File: src/rtl/fifo_wr_arb_pkg.sv
// Shared types and helpers for the FIFO write-port arbiter.
// Optional feature macro used by fifo_wr_arbiter: WR_ARB_PKT_LOCK_EN.
package fifo_wr_arb_pkg;

    typedef enum logic {
        IDLE  = 1'b0,
        GRANT = 1'b1
    } state_t;

    // Largest requester count the helpers below are sized for.
    localparam int MAX_NREQ = 16;

    // Index width for n requesters, never narrower than one bit.
    function automatic int idx_w(input int n);
        return (n <= 2) ? 1 : $clog2(n);
    endfunction

    // One-hot to binary; an all-zero vector maps to 0.
    function automatic logic [3:0] oh2bin(input logic [MAX_NREQ-1:0] oh);
        logic [3:0] b;
        b = '0;
        for (int i = 0; i < MAX_NREQ; i++) begin
            if (oh[i]) begin
                b = b | 4'(i);
            end
        end
        return b;
    endfunction

endpackage

File: src/rtl/fifo_wr_arbiter_rr_pick.sv
// Combinational round-robin picker: first set request at or after the
// pointer, searching cyclically. Shared by the idle grant and the
// back-to-back re-arbitration path.
module rr_pick #(
    parameter int NREQ = 4,
    parameter int IW   = 2
) (
    input  logic [NREQ-1:0] i_req,
    input  logic [IW-1:0]   i_ptr,
    output logic            o_found,
    output logic [NREQ-1:0] o_pick_oh,
    output logic [IW-1:0]   o_pick_idx
);

    // Cyclic scan from i_ptr; the first hit wins.
    always_comb begin : p_pick
        int          v_j;
        logic [IW-1:0] v_jx;
        o_found    = 1'b0;
        o_pick_oh  = '0;
        o_pick_idx = '0;
        v_j        = 0;
        v_jx       = '0;
        for (int i = 0; i < NREQ; i++) begin
            v_j = int'(i_ptr) + i;
            if (v_j >= NREQ) begin
                v_j = v_j - NREQ;
            end
            v_jx = IW'(v_j);
            if (!o_found && i_req[v_jx]) begin
                o_found          = 1'b1;
                o_pick_oh[v_jx]  = 1'b1;
                o_pick_idx       = v_jx;
            end
        end
    end

endmodule

File: src/rtl/fifo_wr_arbiter.sv
// Round-robin arbiter sharing the FIFO write port among NREQ requesters.
// Macro WR_ARB_PKT_LOCK_EN: when defined, a grant is held from the first
// beat until a transfer with i_req_last=1, and valid gaps do not release it.
//
// Handshake: a requester beat transfers on a rising edge when
// i_req_valid[k] & o_req_ready[k]; o_req_ready is only ever set for the
// granted requester and only while !i_full, so a requester transfer and a
// FIFO write (o_valid_s & !i_full) always happen in the same cycle.
module fifo_wr_arbiter
    import fifo_wr_arb_pkg::*;
#(
    parameter  int NREQ = 4,
    parameter  int DW   = 32,
    localparam int IW   = idx_w(NREQ)
) (
    input  logic             i_clk,
    input  logic             i_rst_n,
    input  logic [NREQ-1:0]    i_req_valid,
    input  logic [NREQ*DW-1:0] i_req_data,
    input  logic [NREQ-1:0]    i_req_last,
    output logic [NREQ-1:0]    o_req_ready,
    input  logic             i_full,
    input  logic             i_almostfull,
    output logic             o_valid_s,
    output logic [DW-1:0]    o_wdata,
    output logic [NREQ-1:0]  o_grant,
    output logic [IW-1:0]    o_gnt_id,
    output logic             o_busy,
    output state_t           o_dbg_state
);

    state_t          r_state;
    state_t          w_state_nxt;
    logic [NREQ-1:0] r_grant;
    logic [NREQ-1:0] w_grant_nxt;
    logic [IW-1:0]   r_rr_ptr;
    logic [IW-1:0]   w_ptr_nxt;

    logic            w_found;
    logic [NREQ-1:0] w_pick_oh;
    logic [IW-1:0]   w_pick_idx;
    logic [IW-1:0]   w_ptr_after;
    logic            w_arb_ok;
    logic            w_gnt_valid;
    logic            w_xfer;
    logic            w_release;
    logic            w_drop;

    rr_pick #(
        .NREQ (NREQ),
        .IW   (IW)
    ) u_rr_pick (
        .i_req      (i_req_valid),
        .i_ptr      (r_rr_ptr),
        .o_found    (w_found),
        .o_pick_oh  (w_pick_oh),
        .o_pick_idx (w_pick_idx)
    );

    // The winner becomes lowest priority next time: pointer moves just past it.
    assign w_ptr_after = (w_pick_idx == IW'(NREQ - 1)) ? '0 : w_pick_idx + 1'b1;
    // Almost-full only gates new grants, never an active one.
    assign w_arb_ok    = w_found & ~i_almostfull;
    assign w_gnt_valid = |(i_req_valid & r_grant);
    assign w_xfer      = w_gnt_valid & ~i_full;

`ifdef WR_ARB_PKT_LOCK_EN
    logic w_gnt_last;
    assign w_gnt_last = |(i_req_last & r_grant);
    assign w_release  = w_xfer & w_gnt_last;
    assign w_drop     = 1'b0;
`else
    logic w_unused_last;
    assign w_unused_last = ^i_req_last;
    assign w_release     = w_xfer;
    assign w_drop        = ~w_gnt_valid;
`endif

    // State, grant and round-robin pointer registers.
    always_ff @(posedge i_clk or negedge i_rst_n) begin
        if (!i_rst_n) begin
            r_state  <= IDLE;
            r_grant  <= '0;
            r_rr_ptr <= '0;
        end else begin
            r_state  <= w_state_nxt;
            r_grant  <= w_grant_nxt;
            r_rr_ptr <= w_ptr_nxt;
        end
    end

    // Next-state: grant from idle, re-arbitrate at release, drop on a valid gap.
    always_comb begin
        w_state_nxt = r_state;
        w_grant_nxt = r_grant;
        w_ptr_nxt   = r_rr_ptr;
        case (r_state)
            IDLE: begin
                if (w_arb_ok) begin
                    w_state_nxt = GRANT;
                    w_grant_nxt = w_pick_oh;
                    w_ptr_nxt   = w_ptr_after;
                end
            end
            GRANT: begin
                if (w_release) begin
                    if (w_arb_ok) begin
                        w_grant_nxt = w_pick_oh;
                        w_ptr_nxt   = w_ptr_after;
                    end else begin
                        w_state_nxt = IDLE;
                        w_grant_nxt = '0;
                    end
                end else if (w_drop) begin
                    w_state_nxt = IDLE;
                    w_grant_nxt = '0;
                end
            end
            default: begin
                w_state_nxt = IDLE;
                w_grant_nxt = '0;
            end
        endcase
    end

    // Write-data mux: granted requester straight through, zero when idle.
    always_comb begin
        o_wdata = '0;
        for (int k = 0; k < NREQ; k++) begin
            if (r_grant[k]) begin
                o_wdata = i_req_data[k*DW +: DW];
            end
        end
    end

    assign o_req_ready = r_grant & {NREQ{~i_full}};
    assign o_valid_s   = w_gnt_valid;
    assign o_grant     = r_grant;
    assign o_gnt_id    = IW'(oh2bin(MAX_NREQ'(r_grant)));
    assign o_busy      = (r_state == GRANT);
    assign o_dbg_state = r_state;

endmodule

File: config.mk
export PLATFORM = sky130hd
export DESIGN_NAME = fifo_wr_arbiter
export DESIGN_NICKNAME = d
export VERILOG_FILES = /design/src/rtl/fifo_wr_arb_pkg.sv /design/src/rtl/fifo_wr_arbiter_rr_pick.sv /design/src/rtl/fifo_wr_arbiter.sv
export SDC_FILE = /design/constraint.sdc
export NUM_CORES = 1
export LEC_CHECK = 0
export ABC_CLOCK_PERIOD_IN_PS = 2100
export CELL_PAD_IN_SITES_DETAIL_PLACEMENT = 0
export CELL_PAD_IN_SITES_GLOBAL_PLACEMENT = 2
export CORE_MARGIN = 10
export CORE_UTILIZATION = 11
export CTS_CLUSTER_DIAMETER = 200
export DETAILED_ROUTE_END_ITERATION = 6
export GPL_ROUTABILITY_DRIVEN = 1
export MAX_ROUTING_LAYER = met4
export PLACE_DENSITY_LB_ADDON = 0.1
export SLEW_MARGIN = 20
export SYNTH_ARGS = -nofsm -noshare
export SYNTH_HDL_FRONTEND = slang
export SYNTH_SLANG_ARGS = --single-unit
File: constraint.sdc
create_clock -name i_clk -period 2.1 [get_ports i_clk]
set_input_delay 0.42 -clock i_clk [delete_from_list [all_inputs] [get_ports i_clk]]
set_output_delay 0.42 -clock i_clk [all_outputs]
set_load 0.02 [all_outputs]
Word-level counts from Yosys, hierarchy flattened
Cells that the tools add are included.

Flip-flop bits (word level): 7. Bits of input ports: 140. Output and inout port bits: 45.

$add $sub $neg: 8. $lt $le $gt $ge: 12. Eq/ne operators: 4. Muxes and demuxes: 52. Bitwise operators: 10. Reductions and logical operators: 12.

Operators by type and width (count): $mux 32 (4); $mux 4 (8); $mux 2 (13); $mux 1 (16); $lt 2x3->1 const B (4); $or 4x4->4 (3); $ge 3x3->1 const B (3); $and 4x4->4 (2); $bmux 1 s2 (4); $demux 1 s2 (4); $ge 2x1->1 const B (4); $pmux 4 s2 (1); $sub 2x1->2 const B (4); $logic_and 1x1->1 (7); $add 2x2->3 const B (2); $pmux 2 s2 (1); $reduce_or 4->1 (1); $add 2x1->3 const B (1); $ge 2x3->1 const B (1); $logic_not 1->1 (3); $ne 3x2->1 const B (1); $not 1->1 (3); $add 2x1->2 const B (1); $and 1x1->1 (2); 5 further kinds (5).

Depth between registers and ports, before layout
Depth in word-level cells: 19. Mapped depth: 9. Mapped depth without buffers: 8.

By module
Synthesis repeated with hierarchy kept, for this count alone.

Cells, all modules: 262. Area total of the unflattened synthesis: 2342.2 um^2.

Modules (own cells, without submodules): fifo_wr_arbiter (times used 1, cells each 217, area an instance 1923.1 um^2); rr_pick (times used 1, cells each 45, area an instance 419.2 um^2).

Worst setup path after synthesis
OpenSTA, ideal clock, no wires.

Path kind: register to output. From: reg r_grant[1] (netlist: o_grant[1]). To: out o_wdata[10]. Data arrival time: 1.893 ns. Required time: 1.680 ns. Slack: -0.213 ns. Stages on the path, launching flop included: 9. Path through: dfrtp_1 -> buf_2 -> nor2b_1 -> clkbuf_1 -> clkbuf_1 -> a22oi_1 -> nor2_1 -> a21oi_1 -> o21ai_0.

Word-level cells in the longest chain between the ends: 3.

RTL lines: start: declaration (line fifo_wr_arbiter.sv:34) `logic [NREQ-1:0] r_grant;`; start signal: assignment (line fifo_wr_arbiter.sv:87) `r_grant <= w_grant_nxt;`; $mux 32 (3 in a row) (line fifo_wr_arbiter.sv:130) `if (r_grant[k]) begin`; end: declaration (line fifo_wr_arbiter.sv:25) `output logic [DW-1:0] o_wdata,`.

Every way passes these cells.

Final worst setup path
From: reg r_grant[1] (netlist: o_grant[1]). To: out o_wdata[18].

The elaborated chain is that of the path after synthesis.

==> results.yml <==
routing:
  drt_iter0_markers: 113
  routed_wl_um: 12270
  ant_nets: 0
  via_per_inst: 4.025
  num_vias: 2737
  first_pass_iters: 6
  drc: 0
  routedWlPerCell_um: 18.04
clocking:
  insertion_delay_ns: 0.23
  cts.clk_slew.worst_paths_ns: 0.04
  cts_tree: "done"
  h-tree-depth: 1
  cts_buffer_depth: 2
  cts_buffers: 3
  cts_root_buffer: "clkbuf_16"
  cts_hold_buf: 0
  cts.sinks: 7
power:
  p_leak_nw: 1.696
  ir_drop_uv: 505.2
  powerDensity_nw_per_um2: 1501
yosys:
  synth_cell_types: 39
  yosys_warnings: 0
  syn_area_um2: 1740
  synth-seq-cells: 7
  synth_nets: 422
  syn_inst: 276
  avgSynthCellArea_um2: 6.306
  synth.yosys.seq_area_share_pct: 10.06
worst_setup_path:
  arrival_ns: 1.63
  worst-setup-path-type: "flip-flop to output pin"
  regToRegSetupSlack_ns: 0.12
  startpoint_type: "flip-flop"
  reg2reg_depth: 8
  crit_required_ns: 1.68
  r2r_end: "r_rr_ptr[1]"
  end_kind: "output pin"
  critical_path.max_fanout: 15
job:
  max-cap-violations: 0
timing:
  post-route-period-util_pct: 97.75
  rsz0062_at_grt: "true"
  skew_ns: 0.005618
  setup_viol: 0
  hold_viol: 0
  slew_viol_final: 0
  worstMarginPinSlew_ns: 0.3769
  fin_ws_ns: 0.04730
  fmax_ghz: 0.4872
  holdWs_ns: 0.4724
  slew_headroom_pct: 74.79
  period_minus_slack_ns: 2.053
place:
  dp.cells: 673
  placed_area_um2: 4130
  gp_congestion: 0.7255
  place_hpwl_um: 10290
  pre_cts_ws_ns: -0.2786
  portBuffers: 180
floorplanning:
  die_w_um: 145.8
  rows: 45
  die_height_um: 145.8
  ios: 185
  coreArea_um2: 15370
  initial_core_util_pct: 11.32
  die-area_um2: 21250
global_routing:
  grt-busiest-layer: "met2"
  antenna_found_initial: 1
  grtUsageMet3_pct: 3.260
  grt_max_degree: 32
  grt_use_total_pct: 11.21
  grt_pass1_wl_um: 18410
  met1_usage_pct: 13.68
  first_global_vias: 2739
  grt_util_met2_pct: 18.70
  grt_overflow: 0
cells_and_area:
  final_cell_mix: "clkdlybuf4s50_1 (138), nand2_1 (40), nor2_1 (37), buf_4 (37), a22oi_1 (31)"
  final_common_cell: "clkdlybuf4s50_1"
  syn_to_final_growth_pct: 143.6
  fin_nets: 615
  fin_cells: 680
  stdcell_area_um2: 4240
  drive_gt1_share_pct: 29.49
  fillers: 1704
min_path:
  hp-class: "input port to asynchronous set/reset pin"
run_status:
  outcome: "finished, final reports clean"
area by class of cell:
type                    instances  area (um2)  share of cell area, %
clock buffers                   4       78.83                  1.859
flip-flops and latches          7       180.2                  4.249
well taps                     211       264.0                  6.226
diodes                          1       2.502                0.05901
inverters                       6       26.28                 0.6197
multi-input cells             233        1572                  37.06
repair buffers                218        2117                  49.93
where the power goes:
part	switching (mW)	total (mW)	internal [mW]
logic	3.13	5.72	2.59
registers	0.108	0.319	0.211
clock network	0.0759	0.329	0.253
layer usage:
| layer | wire length (um) | vias to the layer above |
|---|---|---|
| met5 | 0 | - |
| met3 | 1023 | 4 |
| li1 | - | 1393 |
| met2 | 5922 | 109 |
| met1 | 5301 | 1231 |
| met4 | 17 | 0 |
worst max path at each step:
stage / from / endpoint / cells after the start / slack [ns]
3_3_place_gp: i_req_data[63] / o_wdata[31] / 6 / -0.30
5_1_grt: o_grant[0] / o_wdata[20] / 8 / -0.03
6_report: o_grant[1] / o_wdata[18] / 8 / 0.05
4_1_cts: o_grant[1] / o_wdata[22] / 8 / -0.09
3_5_place_dp: i_req_data[63] / o_wdata[31] / 6 / -0.28
2_1_floorplan: o_grant[1] / o_wdata[10] / 8 / -0.06
cell usage after synthesis (all sizes together):
| cell type | n | area [um2] |
|---|---|---|
| a211o | 1 | 8.760 |
| a21bo | 1 | 10.01 |
| a21oi | 35 | 175.2 |
| a221oi | 5 | 50.04 |
| a22o | 1 | 8.760 |
| a22oi | 36 | 270.3 |
| and3 | 1 | 6.260 |
| and3b | 1 | 8.760 |
| buf | 8 | 72.56 |
| clkbuf | 22 | 82.58 |
| clkinv | 1 | 5.000 |
| dfrtp | 7 | 175.2 |
| ha | 6 | 75.07 |
| inv | 5 | 18.76 |
| mux2 | 1 | 11.26 |
| mux2i | 4 | 52.55 |
| mux4 | 2 | 45.04 |
| nand2 | 40 | 150.1 |
| nand3 | 3 | 20.02 |
| nor2 | 39 | 148.9 |
| nor2b | 6 | 45.04 |
| nor3 | 2 | 10.01 |
| nor3b | 2 | 15.01 |
| o21ai | 40 | 200.2 |
| o221a | 1 | 11.26 |
| o22ai | 1 | 6.260 |
| o32ai | 1 | 27.53 |
| or2 | 2 | 12.51 |
| xnor2 | 1 | 8.760 |
| xor2 | 1 | 8.760 |
logic make-up after synthesis:
family / after synthesis / share of synthesized area (%)
flip-flops: 7 / 10.06
multiplexers: 7 / 6.254
AO/OA/AOI/OAI: 122 / 44.14
buffers and inverters: 36 / 10.28
AND/OR/NAND/NOR: 96 / 23.94
XOR/XNOR: 2 / 1.007
adder cells (fa/ha/maj): 6 / 4.313
per-stage QoR:
step | setup TNS [ns] | power (mW) | util [%]
final | 0 | 6.363 | 27.59
after global placement | -6.788 | 6.306 | 26.87
after global routing | -0.08450 | 6.862 | 27.59
after floorplan | -0.06131 | 3.548 | -
after CTS | -0.5642 | 6.443 | 27.64
after detailed placement | -6.691 | 6.281 | 26.87
repair_timing:
item	4_1_cts	5_1_grt
setup buffers	2	0
pin swaps	2	1
setup endpoints to repair	35	34
gates resized for setup	94	56
worst max-delay path: stages, from the launching register on:
cell and delay [ns]:
dfrtp_2 0.43, nor2b_4 0.16, buf_12 0.17, buf_4 0.13, a22oi_1 0.06, nor2_1 0.14, a21oi_2 0.05, o21ai_2 0.10
buf_4 0.15
Note: power is estimated with default switching activity, not from simulation.
